[src/rtl/button_events_pkg.sv]
// Shared types and helpers for the push-button conditioning path.
package button_events_pkg;

  // Debounce FSM states, one instance per button channel
  typedef enum logic [1:0] {
    ST_IDLE         = 2'd0,
    ST_PRESS_WAIT   = 2'd1,
    ST_PRESSED      = 2'd2,
    ST_RELEASE_WAIT = 2'd3
  } state_t;

  // Bits needed to count 0..n-1, never less than one bit
  function automatic int unsigned cnt_width(input int unsigned n);
    return (n <= 2) ? 1 : $clog2(n);
  endfunction

endpackage

[src/rtl/button_channel.sv]
// One button: 2-flop synchroniser, debounce FSM, hold timer and registered strobes.
module button_channel
  import button_events_pkg::*;
#(
  parameter bit          ACTIVE_LOW      = 1'b1,
  parameter int unsigned DEBOUNCE_CYCLES = 1000000,
  parameter int unsigned LONG_CYCLES     = 100000000
) (
  input  logic clk,
  input  logic rst,
  input  logic but,
  output logic level,
  output logic press,
  output logic release_pulse,
  output logic long_press
);

  localparam int unsigned CW = cnt_width(DEBOUNCE_CYCLES);
  localparam int unsigned HW = cnt_width(LONG_CYCLES);
  localparam logic [CW-1:0] CNT_LAST  = CW'(DEBOUNCE_CYCLES - 1);
  localparam logic [HW-1:0] HOLD_LAST = HW'(LONG_CYCLES - 1);
  localparam logic          IDLE_PIN  = ACTIVE_LOW;

  state_t        state, state_n;
  logic [CW-1:0] cnt, cnt_n;
  logic [HW-1:0] hcnt, hcnt_n;
  logic          s1, s2;
  logic          p;
  logic          level_n, press_n, release_n, long_n;

  assign p = s2 ^ ACTIVE_LOW;

  // Next-state, counter and strobe decode
  always_comb begin
    state_n   = state;
    cnt_n     = cnt;
    hcnt_n    = hcnt;
    level_n   = level;
    press_n   = 1'b0;
    release_n = 1'b0;
    long_n    = 1'b0;

    // hold timer runs for as long as the debounced level is pressed
    if ((state == ST_PRESSED || state == ST_RELEASE_WAIT) && hcnt != HOLD_LAST) begin
      hcnt_n = hcnt + HW'(1);
      long_n = (hcnt_n == HOLD_LAST);
    end

    case (state)
      ST_IDLE: begin
        if (p) begin
          state_n = ST_PRESS_WAIT;
          cnt_n   = '0;
        end
      end
      ST_PRESS_WAIT: begin
        if (!p) begin
          state_n = ST_IDLE;
        end else if (cnt == CNT_LAST) begin
          state_n = ST_PRESSED;
          press_n = 1'b1;
          level_n = 1'b1;
          hcnt_n  = '0;
        end else begin
          cnt_n = cnt + CW'(1);
        end
      end
      ST_PRESSED: begin
        if (!p) begin
          state_n = ST_RELEASE_WAIT;
          cnt_n   = '0;
        end
      end
      ST_RELEASE_WAIT: begin
        // a bounce back to pressed keeps the hold time and emits no press
        if (p) begin
          state_n = ST_PRESSED;
        end else if (cnt == CNT_LAST) begin
          state_n   = ST_IDLE;
          release_n = 1'b1;
          level_n   = 1'b0;
        end else begin
          cnt_n = cnt + CW'(1);
        end
      end
      default: state_n = ST_IDLE;
    endcase
  end

  // State, counters, synchroniser and registered outputs
  always_ff @(posedge clk) begin
    if (rst) begin
      s1            <= IDLE_PIN;
      s2            <= IDLE_PIN;
      state         <= ST_IDLE;
      cnt           <= '0;
      hcnt          <= '0;
      level         <= 1'b0;
      press         <= 1'b0;
      release_pulse <= 1'b0;
      long_press    <= 1'b0;
    end else begin
      s1            <= but;
      s2            <= s1;
      state         <= state_n;
      cnt           <= cnt_n;
      hcnt          <= hcnt_n;
      level         <= level_n;
      press         <= press_n;
      release_pulse <= release_n;
      long_press    <= long_n;
    end
  end

endmodule

[src/rtl/button_events.sv]
// Conditions NUM_BUT raw push-buttons into debounced levels and event strobes.
// The release strobe is named release_pulse because "release" is a reserved word.
module button_events
  import button_events_pkg::*;
#(
  parameter int unsigned NUM_BUT         = 2,
  parameter bit          ACTIVE_LOW      = 1'b1,
  parameter int unsigned DEBOUNCE_CYCLES = 1000000,
  parameter int unsigned LONG_CYCLES     = 100000000
) (
  input  logic               clk,
  input  logic               rst,
  input  logic [NUM_BUT-1:0] but,
  output logic [NUM_BUT-1:0] level,
  output logic [NUM_BUT-1:0] press,
  output logic [NUM_BUT-1:0] release_pulse,
  output logic [NUM_BUT-1:0] long_press
);

  // One fully independent channel per button
  for (genvar i = 0; i < int'(NUM_BUT); i++) begin : g_ch
    button_channel #(
      .ACTIVE_LOW     (ACTIVE_LOW),
      .DEBOUNCE_CYCLES(DEBOUNCE_CYCLES),
      .LONG_CYCLES    (LONG_CYCLES)
    ) u_ch (
      .clk          (clk),
      .rst          (rst),
      .but          (but[i]),
      .level        (level[i]),
      .press        (press[i]),
      .release_pulse(release_pulse[i]),
      .long_press   (long_press[i])
    );
  end

endmodule

[config.mk]
export PLATFORM = sky130hd
export DESIGN_NAME = button_events
export DESIGN_NICKNAME = d
export VERILOG_FILES = /design/src/rtl/button_events_pkg.sv /design/src/rtl/button_channel.sv /design/src/rtl/button_events.sv
export SDC_FILE = /design/constraint.sdc
export NUM_CORES = 1
export LEC_CHECK = 0
export CAP_MARGIN = 40
export CORE_MARGIN = 4
export CORE_UTILIZATION = 60
export CTS_CLUSTER_DIAMETER = 150
export CTS_CLUSTER_SIZE = 14
export DETAILED_ROUTE_END_ITERATION = 10
export GPL_ROUTABILITY_DRIVEN = 0
export PLACE_DENSITY = 0.89
export SLEW_MARGIN = 10
export SYNTH_ARGS = -nofsm -noshare
export SYNTH_HDL_FRONTEND = slang
export SYNTH_SLANG_ARGS = --single-unit
[constraint.sdc]
create_clock -name clk -period 4.7 [get_ports clk]
set_input_delay 1.41 -clock clk [delete_from_list [all_inputs] [get_ports clk]]
set_output_delay 1.41 -clock clk [all_outputs]
set_load 0.01 [all_outputs]
* Yosys cells after proc, flatten, opt, wreduce, memory -nomap -nowiden
Cells that the tools add are included.
** Storage, ports and cells
- Input bits :: 4
- Register bits :: 110
- Output and inout bits :: 8
** Cells by class
- $add $sub $neg :: 4
- Bitwise operators :: 8
- Equal/unequal tests :: 28
- Reductions and logical operators :: 20
- Muxes and demuxes :: 46
** Operator list (number)
- 27-bit 2-to-1 mux :: 8
- 20-bit 2-to-1 mux :: 10
- 20-bit case mux with 4 select lines :: 2
- 27-bit by 1-bit adder with 27-bit output (second input constant) :: 2
- 27-bit equality test (second input constant) :: 2
- 27-bit != test (second input constant) :: 2
- 20-bit by 1-bit adder with 20-bit output (second input constant) :: 2
- 20-bit equality test (second input constant) :: 2
- 2-bit 2-to-1 mux :: 12
- 2-bit case mux with 4 select lines :: 2
- 4-bit AND reduction :: 4
- 2-bit by 1-bit != test with 1-bit output (second input constant) :: 6
- 2-bit != test (second input constant) :: 6
- 3-bit OR reduction :: 4
- 1-bit 2-to-1 mux :: 10
- 5-bit AND reduction :: 2
- 2-bit equality test (second input constant) :: 4
- 1-bit NOT :: 8
- 3-bit by 1-bit != test with 1-bit output (second input constant) :: 2
- 3-bit != test (second input constant) :: 2
- 2-bit by 1-bit equality test with 1-bit output (second input constant) :: 2
- 2-bit zero test :: 2
- 1-bit case mux with 2 select lines :: 2
- 2-bit nonzero test :: 2
- other kinds (3) :: 6

* Logic depth before layout (Yosys ltp)
- Depth after elaboration :: 7
- Gate-level depth with buffers :: 9
- Mapped depth without buffers :: 7

* By module
Synthesis repeated with hierarchy kept, for this count alone.
** Unflattened totals
- Cell total of the unflattened synthesis :: 696
- Area total of the unflattened synthesis :: 5816.8 um^2
** Modules (own cells, without submodules)
- button_channel at g_ch[1].u_ch :: cells an instance 359, seq. area each 1101.1 um^2, area an instance 2921.6 um^2, times used 1
- button_channel at g_ch[0].u_ch :: cells an instance 337, seq. area each 1101.1 um^2, area an instance 2895.3 um^2, times used 1

* Worst setup path before layout
OpenSTA, ideal clock, no wires.
- Path type :: input -> register
- From :: in rst
- To :: reg g_ch[1].u_ch.hcnt[6]
- Buffers on the path :: 1
- Setup slack :: 2300 ps
- Library setup time :: 59 ps
- Stages :: 4
- Arrival :: 2341 ps
- Cell sequence :: clkbuf_1 a21o_1 or4_1 nand2_1
** RTL lines
- start, declared :: RTL line button_events.sv:12 : input logic rst,
- end signal, assigned :: RTL line button_channel.sv:107 : hcnt <= hcnt_n;
- end, declared :: RTL line button_channel.sv:26 : logic [HW-1:0] hcnt, hcnt_n;

* Final worst setup path
- From :: in rst
- To :: reg g_ch[0].u_ch.long_press
** Between the ends
- Word-level cells in the longest chain between the ends :: 1
** Ends and longest elaborated chain
- 2-bit OR reduction (no line)
- end signal, assigned :: RTL line button_channel.sv:111 : long_press <= long_n;
- end, declared :: RTL line button_channel.sv:15 : output logic long_press
Every way passes these cells.
A chain may end at the register's enable or synchronous reset.

==> results.cfg <==
[global_routing]
grt_pass1_vias = 5190
grt_usage_pct = 24.7
grt_pass1_wl_mm = 23.7
antenna_found_initial = 0
grt_max_degree = 28
grt_remaining_overflow = 0

[cells_and_area]
largest_reg_flops = 54
nNetsFinal = 711
fill_cells = 834
diodes = 0
final_cells = 839
regMostFlops = g_ch.u_ch.hcnt
drive_gt1_share_pct = 6.52
synthToLayoutAreaGrowth_pct = 4.73
top_regs = g_ch.u_ch.hcnt x54, g_ch.u_ch.cnt x40

[worst_setup_path]
endpoint_kind = register
critPathSlowestCell = clkdlybuf4s50_1
startpoint_type = input port
arrival_ns = 3.34
crit_path_max_incr_delay_ns = 0.62
ff2ff_setup_slack_ns = 1.77
critPathMaxFanout = 12
r2r_cells = 5
cp_cell_sequence = clkdlybuf4s50_1, buf_4, nor3_1, nand3_1, or4_1, nor4_1
crit_type = input port to register
required_ns = 5.01

[clock_network]
cts_resized = 0
clock_latency_ns = 0.39
numCtsBuffers = 9
path_clk_slew_ns = 0.10
cts_setup_buffers = 0
tritoncts = yes
htreeDepth = 3
cts_hold_buffers = 0
cts_num_sinks = 110
clockBufferDepth = 2
clock-root-buffer = clkbuf_8

[yosys]
ys_warn_count = 0
synth.area.top_cells = dfxtp_1, xor2_1, nor2_1
syn_nets = 728
synth_seq_area_share_pct = 36.3
synth_cell_types = 67
netlist_area_um2 = 6060
synthCells = 718
ys_ff_latch = 110
yosysTopAreaCell = dfxtp_1
yosysMostFrequentCell = dfxtp_1
avgSynthCellArea_um2 = 8.44
synthArstFlopShare_pct = 0
synthFlopType = dfxtp_1
netlist_top_cells_count = dfxtp_1, nor2_1, nand2_1
synth_top_area_share_pct = 36.3
synth-edff-count = 0

[placement]
dpl_worst_slack_ns = 1.27
io_buffers = 11
dp_hpwl_mm = 9.36
placedCellCount = 821

[power]
comb_power_share_pct = 3.0
clock_power_share_pct = 36.4
seqPwrFrac_pct = 60.7
leakage_nw = 2.04
ir_drop_mv = 0.204
power_density_nw_per_um2 = 245
p_int_mw = 1.20
p_sw_share_pct = 22.8
p_switching_uw = 355

[floorplan]
rows = 36
pin_count = 12
die_x_um = 109
die_area_um2 = 11800
coreArea_um2 = 9820
initial_utilization_pct = 61.7
die_y_um = 109

[status]
status = finished clean

[timing]
slew_headroom_pct = 36.9
finalCriticalPeriod_ns = 3.03
timing.final.ws_setup_ns = 1.67
fin_crit_sh_pct = 64.5
hold_viol_final = 0
rsz0062_at_grt = no
finalSetupViolations = 0
worst_pin_slew_ns = 0.943
max_freq_mhz = 330
skew_ns = 0.00937
fin_tns_setup_ns = 0
holdWs_ns = 0.419
slew_violations = 0

[drt]
routed_wl_mm = 13.7
drtPass1Iterations = 5
post-route-drc-count = 0
wl_per_cell_um = 16.4
viasPerCell = 6.50
vias = 5455
postRouteAntennaNets = 0
drtIter0Drc = 365

[worst_hold_path]
min_path_type = register to register
hold_depth = 1

[flow_run]
cap_violations = 0
[critical path: cells and delay by family]
kind / cells / cell delay (ns)
AND/OR/NAND/NOR: 4 / 1.02
buffers and inverters: 2 / 0.91
[final cells by class]
cell class	count	area [µm²]	area share, %
Tap cell	133	166	2.62
Clock buffer	12	135	2.13
Inverter	17	63.8	1.01
Clock inverter	4	47.5	0.749
Multi-Input combinational cell	546	3550	56.0
Sequential cell	110	2200	34.7
Timing Repair Buffer	17	178	2.80
[cells by family (layout without fill, tap and decap cells)]
group | Yosys count | in the layout | synth area share [%]
mux | 5 | 5 | 0.846
xor+xnor | 55 | 55 | 8.07
fa+ha+maj | 6 | 6 | 1.24
compound gates | 148 | 148 | 16.1
flops | 110 | 110 | 36.3
simple gates | 332 | 332 | 32.3
buf+inv | 62 | 50 | 5.02
[metrics by stage]
stage,instance area (µm²),utilization [%],power [mW]
floorplan,6060,-,0.994
global placement,6100,62.2,1.01
detailed placement,6130,62.5,1.01
CTS,6320,64.3,1.56
global route,6350,64.6,1.61
finish,6350,64.6,1.55
[power by group through the flow]
stage / sequential, mW / clock (mW) / combinational, mW
4_1_cts: 0.942 / 0.575 / 0.0442
2_1_floorplan: 0.962 / 0 / 0.0317
6_report: 0.943 / 0.565 / 0.0460
3_3_place_gp: 0.964 / 0 / 0.0416
5_1_grt: 0.943 / 0.614 / 0.0510
3_5_place_dp: 0.964 / 0 / 0.0441
[routing by layer]
layer	routed length [µm]	GRT usage [%]
met2	6750	41.0
met3	833	6.87
met1	5940	31.2
met4	209	7.30
met5	0	0
[worst paths after layout]
path	to	from
setup / recovery	g_ch[0].u_ch.long_press	rst
hold / removal	g_ch[1].u_ch.s2	g_ch[1].u_ch.s1
setup reg to reg	g_ch[1].u_ch.hcnt[4]	g_ch[1].u_ch.hcnt[8]
hold reg to reg	g_ch[1].u_ch.s2	g_ch[1].u_ch.s1
[cell usage in the layout (no fill, tap or decap), drive strengths merged, types with 18 or more instances in the layout]
master  Yosys  final
a21oi      42     42
dfxtp     110    110
nand2      47     47
nand3      38     38
nand4      34     34
nor2       70     70
o21ai      28     28
o31ai      18     18
or3        21     21
or4        25     25
xor2       42     42
(Power assumes the default switching activity.)
